===== config.mk =====
export PLATFORM = sky130hd
export DESIGN_NAME = ram_led_streamer_flat
export DESIGN_NICKNAME = d
export VERILOG_FILES = /design/src/rtl/ram_led_streamer_if.sv /design/src/rtl/ram_led_streamer.sv /design/src/flat_wrapper.sv
export SDC_FILE = /design/constraint.sdc
export NUM_CORES = 1
export LEC_CHECK = 0
export CAP_MARGIN = 20
export CORE_MARGIN = 1.5
export CORE_UTILIZATION = 46
export CTS_CLUSTER_SIZE = 14
export DETAILED_ROUTE_END_ITERATION = 8
export PLACE_DENSITY = 0.69
export SLEW_MARGIN = 40
export SYNTH_ARGS = -nofsm -noshare
export SYNTH_HDL_FRONTEND = slang
export SYNTH_SLANG_ARGS = --single-unit

===== constraint.sdc =====
create_clock -name clk_clk -period 3.1 [get_ports clk_clk]
set_input_delay 0.93 -clock clk_clk [delete_from_list [all_inputs] [get_ports clk_clk]]
set_output_delay 0.93 -clock clk_clk [all_outputs]
set_load 0.02 [all_outputs]

===== src/rtl/ram_led_streamer_if.sv =====
// rtl/ram_led_streamer_if.sv - byte-wide read port between the LED streamer and the shared on-chip RAM
//
// Purpose: groups the ram_* signals of the soc_system on-chip RAM slave.
// Ports (signals):
//   ram_address     master->slave  ADDR_W  byte address
//   ram_chipselect  master->slave  1       read strobe
//   ram_clken       master->slave  1       RAM clock enable
//   ram_write       master->slave  1       write strobe (unused by a read-only master)
//   ram_writedata   master->slave  8       write data
//   ram_readdata    slave->master  8       read data
interface ram_led_streamer_if #(
  parameter int ADDR_W = 13
);
  logic [ADDR_W-1:0] ram_address;
  logic              ram_chipselect;
  logic              ram_clken;
  logic              ram_write;
  logic [7:0]        ram_writedata;
  logic [7:0]        ram_readdata;

  modport master (
    output ram_address, ram_chipselect, ram_clken, ram_write, ram_writedata,
    input  ram_readdata
  );

  modport slave (
    input  ram_address, ram_chipselect, ram_clken, ram_write, ram_writedata,
    output ram_readdata
  );
endinterface


===== src/rtl/ram_led_streamer.sv =====
// rtl/ram_led_streamer.sv - WS2812 frame streamer fed from the HPS-shared on-chip RAM
//
// Purpose: on a start pulse, reads 3*NUM_LEDS colour bytes (G,R,B per LED) from RAM
// starting at BASE_ADDR and serialises them MSB first on led_dout, followed by a
// TLATCH-cycle low latch period. The next byte is fetched while the current byte is
// shifting out, so consecutive bit periods are back to back.
// Ports:
//   clk_clk        in   system clock (shared with the RAM)
//   reset_reset_n  in   asynchronous active-low reset
//   start          in   1-cycle frame request, ignored while busy
//   ram            if   master side of the RAM read port
//   led_dout       out  WS2812 serial data
//   busy           out  high from frame accept until the latch period ends
//   frame_done     out  1-cycle pulse on the last latch cycle
module ram_led_streamer #(
  parameter int ADDR_W     = 13,
  parameter int BASE_ADDR  = 0,
  parameter int NUM_LEDS   = 60,
  parameter int RD_LATENCY = 1,
  parameter int T0H        = 20,
  parameter int T1H        = 40,
  parameter int TBIT       = 63,
  parameter int TLATCH     = 3000
) (
  input  logic               clk_clk,
  input  logic               reset_reset_n,
  input  logic               start,
  ram_led_streamer_if.master ram,
  output logic               led_dout,
  output logic               busy,
  output logic               frame_done
);

  localparam int NBYTES = 3 * NUM_LEDS;
  localparam int CMAX   = (TLATCH > TBIT) ? TLATCH : TBIT;
  localparam int CW     = $clog2(CMAX + 1);
  localparam int BW     = $clog2(NBYTES + 1);

  localparam logic [CW-1:0]     TBIT_END   = CW'(TBIT - 1);
  localparam logic [CW-1:0]     TLATCH_END = CW'(TLATCH - 1);
  localparam logic [CW-1:0]     T0H_C      = CW'(T0H);
  localparam logic [CW-1:0]     T1H_C      = CW'(T1H);
  localparam logic [CW-1:0]     RDL_C      = CW'(RD_LATENCY);
  localparam logic [BW-1:0]     LAST_BYTE  = BW'(NBYTES - 1);
  localparam logic [ADDR_W-1:0] BASE_C     = ADDR_W'(BASE_ADDR);

  if (BASE_ADDR + NBYTES > (2 ** ADDR_W)) begin : g_bad_addr
    $error("ram_led_streamer: frame does not fit in the RAM address space");
  end
  if (RD_LATENCY < 1 || RD_LATENCY > 2 || !(T0H < T1H && T1H < TBIT) || TBIT <= RD_LATENCY) begin : g_bad_timing
    $error("ram_led_streamer: illegal timing parameters");
  end

  typedef enum logic [1:0] {IDLE, PREFETCH, SEND, LATCH} state_t;

  state_t              state, state_nxt;
  logic [CW-1:0]       cyc;        // cycle within PREFETCH, bit period or latch
  logic [2:0]          bit_idx;    // bit being sent, 7 = MSB
  logic [BW-1:0]       byte_idx;   // byte being sent
  logic [7:0]          shift_q;    // current byte, bit 7 is on the wire
  logic [7:0]          next_byte;  // prefetched following byte
  logic [ADDR_W-1:0]   addr_q;     // last issued address
  logic                rd_issue;
  logic [ADDR_W-1:0]   rd_addr;
  logic                last_byte;
  logic                bit_end;
  logic                fetch_slot;

  assign last_byte  = (byte_idx == LAST_BYTE);
  assign bit_end    = (cyc == TBIT_END);
  // Next byte is requested at the start of the MSB of the current byte and
  // captured RD_LATENCY cycles later, well before the LSB ends.
  assign fetch_slot = (bit_idx == 3'd7) && !last_byte;

  assign ram.ram_chipselect = rd_issue;
  assign ram.ram_address    = rd_issue ? rd_addr : addr_q;
  assign ram.ram_clken      = 1'b1;
  assign ram.ram_write      = 1'b0;
  assign ram.ram_writedata  = 8'h00;

  always_ff @(posedge clk_clk or negedge reset_reset_n) begin
    if (!reset_reset_n) state <= IDLE;
    else                state <= state_nxt;
  end

  always_comb begin
    state_nxt  = state;
    rd_issue   = 1'b0;
    rd_addr    = BASE_C + ADDR_W'(byte_idx) + ADDR_W'(1);
    led_dout   = 1'b0;
    busy       = (state != IDLE);
    frame_done = 1'b0;
    case (state)
      IDLE: begin
        if (start) state_nxt = PREFETCH;
      end
      PREFETCH: begin
        rd_issue = (cyc == '0);
        rd_addr  = BASE_C;
        if (cyc == RDL_C) state_nxt = SEND;
      end
      SEND: begin
        rd_issue = fetch_slot && (cyc == '0);
        led_dout = shift_q[7] ? (cyc < T1H_C) : (cyc < T0H_C);
        if (bit_end && bit_idx == 3'd0 && last_byte) state_nxt = LATCH;
      end
      LATCH: begin
        if (cyc == TLATCH_END) begin
          frame_done = 1'b1;
          state_nxt  = IDLE;
        end
      end
      default: state_nxt = IDLE;
    endcase
  end

  always_ff @(posedge clk_clk or negedge reset_reset_n) begin
    if (!reset_reset_n) begin
      cyc       <= '0;
      bit_idx   <= 3'd7;
      byte_idx  <= '0;
      shift_q   <= 8'h00;
      next_byte <= 8'h00;
      addr_q    <= BASE_C;
    end else begin
      if (rd_issue) addr_q <= rd_addr;
      case (state)
        IDLE: begin
          cyc      <= '0;
          bit_idx  <= 3'd7;
          byte_idx <= '0;
        end
        PREFETCH: begin
          if (cyc == RDL_C) begin
            shift_q <= ram.ram_readdata;
            cyc     <= '0;
          end else begin
            cyc <= cyc + CW'(1);
          end
        end
        SEND: begin
          if (fetch_slot && cyc == RDL_C) next_byte <= ram.ram_readdata;
          if (bit_end) begin
            cyc <= '0;
            if (bit_idx == 3'd0) begin
              bit_idx  <= 3'd7;
              byte_idx <= byte_idx + BW'(1);
              shift_q  <= next_byte;
            end else begin
              bit_idx <= bit_idx - 3'd1;
              shift_q <= {shift_q[6:0], 1'b0};
            end
          end else begin
            cyc <= cyc + CW'(1);
          end
        end
        LATCH: begin
          if (cyc == TLATCH_END) cyc <= '0;
          else                   cyc <= cyc + CW'(1);
        end
        default: cyc <= '0;
      endcase
    end
  end

endmodule


===== src/flat_wrapper.sv =====
// flat-port wrapper written by rule: the top's interface ports become plain ports
module ram_led_streamer_flat 
#(
  parameter int ADDR_W     = 13,
  parameter int BASE_ADDR  = 0,
  parameter int NUM_LEDS   = 60,
  parameter int RD_LATENCY = 1,
  parameter int T0H        = 20,
  parameter int T1H        = 40,
  parameter int TBIT       = 63,
  parameter int TLATCH     = 3000
)
  (clk_clk, reset_reset_n, start, led_dout, busy, frame_done, ram_ram_address, ram_ram_chipselect, ram_ram_clken, ram_ram_write, ram_ram_writedata, ram_ram_readdata);
  ram_led_streamer_if #(.ADDR_W(ADDR_W)) ram_i ();
  input  logic clk_clk;
  input  logic reset_reset_n;
  input  logic start;
  output logic led_dout;
  output logic busy;
  output logic frame_done;
  output wire logic [$bits(ram_i.ram_address)-1:0] ram_ram_address;
  output wire logic [$bits(ram_i.ram_chipselect)-1:0] ram_ram_chipselect;
  output wire logic [$bits(ram_i.ram_clken)-1:0] ram_ram_clken;
  output wire logic [$bits(ram_i.ram_write)-1:0] ram_ram_write;
  output wire logic [$bits(ram_i.ram_writedata)-1:0] ram_ram_writedata;
  input wire logic [$bits(ram_i.ram_readdata)-1:0] ram_ram_readdata;
  assign ram_ram_address = ram_i.ram_address;
  assign ram_ram_chipselect = ram_i.ram_chipselect;
  assign ram_ram_clken = ram_i.ram_clken;
  assign ram_ram_write = ram_i.ram_write;
  assign ram_ram_writedata = ram_i.ram_writedata;
  assign ram_i.ram_readdata = ram_ram_readdata;
  ram_led_streamer #(.ADDR_W(ADDR_W), .BASE_ADDR(BASE_ADDR), .NUM_LEDS(NUM_LEDS), .RD_LATENCY(RD_LATENCY), .T0H(T0H), .T1H(T1H), .TBIT(TBIT), .TLATCH(TLATCH)) u_core (.clk_clk(clk_clk), .reset_reset_n(reset_reset_n), .start(start), .ram(ram_i), .led_dout(led_dout), .busy(busy), .frame_done(frame_done));
endmodule

# Word-level counts from Yosys, hierarchy flattened
# Index checks and enable logic that the tools add are counted.
# op_classes
addsub	4
n_mul	0
div	0
magnitude_cmp	2
n_eq_ne	14
shift	0
mux	26
bitwise	0
reduce_logical	17
# op_table
op	n
case mux 12 bit (4 select lines)	1
two-way mux 8 bit	5
two-way mux 12 bit	3
case mux 8 bit (2 select lines)	2
two-way mux 13 bit	2
adder 12 x 1 -> 12 bit, second input constant	1
equality test 12 x 1 -> 1 bit, second input constant	1
equality test 12 bit, second input constant	1
equality test 12 x 6 -> 1 bit, second input constant	1
zero test 12 bit	1
< comparator 12 x 5 -> 1 bit, second input constant	1
< comparator 12 x 6 -> 1 bit, second input constant	1
!= test 2 x 1 -> 1 bit, second input constant	5
adder 8 x 1 -> 9 bit, second input constant	1
adder 8 x 1 -> 8 bit, second input constant	1
equality test 8 bit, second input constant	1
two-way mux 2 bit	4
case mux 2 bit (4 select lines)	1
two-way mux 3 bit	2
case mux 3 bit (2 select lines)	1
AND reduction 3 bit	2
nonzero test 2 bit	3
logical AND 1 bit	5
equality test 2 bit, second input constant	2
other kinds (11)	15
# totals
ff_bits	54
latchBits	0
ram_bits	0
rom_bits	0
in_bits	11
output_inout_bits	27
elab_cells	70
memories	0

# Logic depth before layout (Yosys ltp)
# depth
depth_word	6
depth_mapped	9
depth_no_buf	7

# Worst setup path after synthesis
# OpenSTA, ideal clock, no wires.
# synth_path
path_type	register to output
from	register u_core.byte_idx[0]
to	output port ram_ram_address[8]
arrival_time_ps	2138
t_required_ps	2170
slack_ps	32
stages_incl_launch_ff	6
path_buffers	0
path_cell_list	dfrtp_1 ha_1 nor4b_1 a31oi_1 o2111ai_1 o41ai_1
# synth_via
elab_chain_len	6
elab_cells_between_ends	8
classes_between	add/sub (1); eq/ne (1); mux (3); reduce/logical (3)
# synth_lines
item	line_no	rtl
start: declaration	ram_led_streamer.sv:59	logic [BW-1:0] byte_idx;
start signal: assignment	ram_led_streamer.sv:147	byte_idx <= byte_idx + BW'(1);
branches (longest 5 deep; another with adder 8 x 1 -> 9 bit)	--	
two-way mux 13 bit (*)	ram_led_streamer.sv:76	assign ram.ram_address = rd_issue ? rd_addr : addr_q;
end: declaration	flat_wrapper.sv:21	output wire logic [$bits(ram_i.ram_address)-1:0] ram_ram_address;
# Every way passes the cells marked *.

# Worst setup path in the final report
# layout_path
from	register u_core.cyc[5]
to	output port ram_ram_address[2]
# layout_via
elab_chain_len	4
# layout_lines
item	line_no	rtl
start: declaration	ram_led_streamer.sv:57	logic [CW-1:0] cyc;
start signal: assignment	ram_led_streamer.sv:138	cyc <= cyc + CW'(1);
start signal: assignment	ram_led_streamer.sv:154	cyc <= cyc + CW'(1);
start signal: assignment	ram_led_streamer.sv:159	else cyc <= cyc + CW'(1);
zero test 12 bit (*)	ram_led_streamer.sv:98, ram_led_streamer.sv:103	
logical AND 1 bit	ram_led_streamer.sv:103	rd_issue = fetch_slot && (cyc == '0);
case mux 1 bit (2 select lines) (*)	ram_led_streamer.sv:93	case (state)
two-way mux 13 bit (*)	ram_led_streamer.sv:76	
# Mark *: on every way between the ends. The rest lies on a longest branch, timed or not.

==> reports/qor.txt <==
Status: finished, violations left
Violated checks: setup timing
Die height: 83.1 µm
Die W: 83.1 µm
Number of synthesized flops with an enable pin: 0
CTS tree: built
Reported net switching power: 245 µW
Synthesized flop and latch total: 54
Core area: 6280 µm²
Most frequent cells in the layout: dfrtp_1, buf_4, nand2_1, nor2_1, o21ai_0
Critical path's slowest cell: dfrtp_1
DPL Wire Length: 4070 µm
Crit path max fanout: 5
Min cycle time layout: 3170 ps
Final Wtd Congestion: 0.825
Gr usage total: 0.181
Non-filler cells, final: 447
Util after Layout: 0.631
Slew @ Worst Pin: 637 ps
Total Neg Setup Slack: -390 ps
Hold Path Class: register to register
Internal power: 975 µW
Largest family of logic cells by synthesized area: simple AND/OR/NAND/NOR gates
Compound-gate portion of the synthesized area: 0.102
Leading area contributor after synthesis: dfrtp_1
Synth top area share: 0.432
Later-pin clock latency in the skew report: 310 ps
Setup violators final: 12
Clock Path Buffers: 2
Post-synthesis simple-gate area fraction: 0.194
CTS Hold Bufs: 0
Number of antenna diodes: 0
CP startpoint kind: register
WP buf/inv: 4
Detailed-route wire length per cell: 13.8 µm
Peak VDD IR: 0.317 mV
Crit-path max cell delay: 390 ps
Fin. Hold Viols: 0
Mux cell area share after synthesis: 0.0644
Synth area leaders: dfrtp_1, ha_1, nand2_1, o21ai_0, mux2i_1
Crit path capture type: primary output
CTS clk-pin slew, worst paths: 90 ps
Clock share of power: 0.391
Nets@finish: 393
Antenna violations before repair: 0
CP top delay family: buffers and inverters
Largest net degree at the start of global routing: 29
Asr flop ratio synth: 1.00
Via count: 2272
Max Slew Vio Count: 0
Req. time, crit path: 2170 ps
Skew final: 5.23 ps
Initial core utilization: 0.470
Num rows: 29
DR iter-0 viols: 95
Final wirelength: 6150 µm
Combinational power share: 0.033
Arrival time worst endpoint: 2240 ps
Placed Cells incl. Taps: 426
Yosys cell types: 54
Kind of critical path: register to primary output
Leak Pwr: 0.00193 µW
Detail Route Antenna Nets: 0
Post-synthesis cell area: 2950 µm²
Via density: 5.08
Synth Area in XOR/XNOR: 0.0475
Yosys Warn Count: 0
Fin worst setup slack: -72.8 ps
Top_reg_cell synth: dfrtp_1
Most common cell after layout, fill and taps aside: dfrtp_1
Global-route wire length before repair: 10100 µm
# Max-Cap Violations: 0
# port buffers: 27
RSZ-0062 raised after global routing: yes
Seq pwr share: 0.577
CTS H-Tree Depth: 2
CTS buffer count: 5
CP cell instances: nor4_1, buf_4, and3_1, o2111ai_4, buf_6, buf_12, o31ai_4, buf_6
Clk sinks: 54
CTS Root Cell: clkbuf_8
Area grow syn2layout: 34.3%
Total power: 1220 µW
Max Fclk: 0.315 GHz
Layout cell share with drive strength beyond 1: 0.341
Power per cell area: 308 nW/µm²
Register area share after synthesis: 0.459
Fin Hold WS: 486 ps
First drt pass iteration count: 4
Slew headroom: 0.576
Avg Cell Area, Syn: 9.81 µm²
Sw Share: 0.201
Vias in the first global route: 2162
# IOs: 38
Top cell by count, worst path: buf_6
Post-Synth Adder-Cell Area: 0.0509
Total grt overflow: 0
Drc violations: 0
Cells after Synth: 301
Tcrit/Tclk final: 1.02
Die area: 6910 µm²
==> final cells by class <==
| cell class | instances | area (µm²) |
|---|---|---|
| fillers | 513 | 2310 |
| repair buffers | 81 | 722 |
| inverters | 14 | 52.6 |
| clock inverters | 1 | 30.0 |
| clock buffers | 6 | 82.6 |
| well taps | 77 | 96.3 |
| multi-input cells | 214 | 1630 |
| flip-flops and latches | 54 | 1360 |
==> sequential cells by signal, indices dropped and copies added (netlist names) <==
| name | cells |
|---|---|
| u_core.byte_idx | 8 |
| u_core.cyc | 12 |
| u_core.shift_q | 8 |
| u_core.bit_idx | 3 |
| u_core.next_byte | 8 |
| u_core.state | 2 |
| u_core.addr_q | 13 |
==> cells by family (layout without fill, tap and decap cells) <==
logic type / after synthesis / in the layout
other: 2 / 10
buffers and inverters: 41 / 102
muxes: 18 / 18
xor gates and xnor gates: 16 / 16
DFF: 54 / 54
adders and majority gates: 12 / 12
AOI/OAI and AO/OA: 48 / 48
and+or+nand+nor: 110 / 110
==> through the flow <==
stage	cell area, µm²	setup slack (ps)
finish	3960	-72.8
global route	3960	-189
CTS	3610	-140
detailed placement	3470	-334
global placement	3470	-212
floorplan	2980	32.4
==> worst reg2reg max path: stages, from the launching register on <==
cell and delay [ps]:
dfstp_2 380, buf_4 130, inv_1 70, ha_1 160, or2b_2 450, or3_1 580, or3_1 380, o21ai_0 70
==> what timing repair did <==
item | CTS | global route
endpoints found under the hold margin | 0 | 0
setup buffers | 1 | 12
pin swaps | 0 | 14
setup endpoints to repair | 16 | 15
resized for setup | 73 | 74
cloned | 0 | 1
==> power by group through the flow <==
stage	Combinational [µW]	Clock (µW)	Sequential [µW]
floorplan	20.3	0	718
global placement	41.1	0	718
detailed placement	40.7	0	718
CTS	41.0	492	704
global route	44.9	519	704
finish	39.7	477	704
==> final timing paths <==
path,depth (start not counted),to,slack (ps),start
worst max-delay path,8,ram_ram_address[2],-70,u_core.cyc[5]
worst min-delay path,2,u_core.shift_q[2],490,u_core.shift_q[2]
worst max register to register,7,u_core.byte_idx[4],810,u_core.bit_idx[0]
worst min register to register,2,u_core.shift_q[2],490,u_core.shift_q[2]
max in group asynchronous,2,u_core.cyc[0],1900,reset_reset_n
min in group asynchronous,1,u_core.addr_q[2],630,reset_reset_n
==> synthesized netlist by cell type (4+ instances only) <==
library cell,count
buf_4,10
mux2i_1,10
dfrtp_1,51
o21ai_0,23
buf_2,8
inv_1,14
ha_1,12
and2_1,4
nand3_1,15
nand2b_1,4
xnor2_1,5
nand4_1,5
nor2_1,25
nand2_1,33
o31ai_1,9
mux2_2,8
xor2_1,11
a21oi_1,6
==> per-layer routing <==
metal	up-vias	share of wire	global-route usage
met4	0	0.017	0.0591
met5	-	0	0
met1	1069	0.45	0.236
li1	1152	-	-
met2	43	0.50	0.300
met3	8	0.035	0.0388
Power figures use the tool's default switching activity.
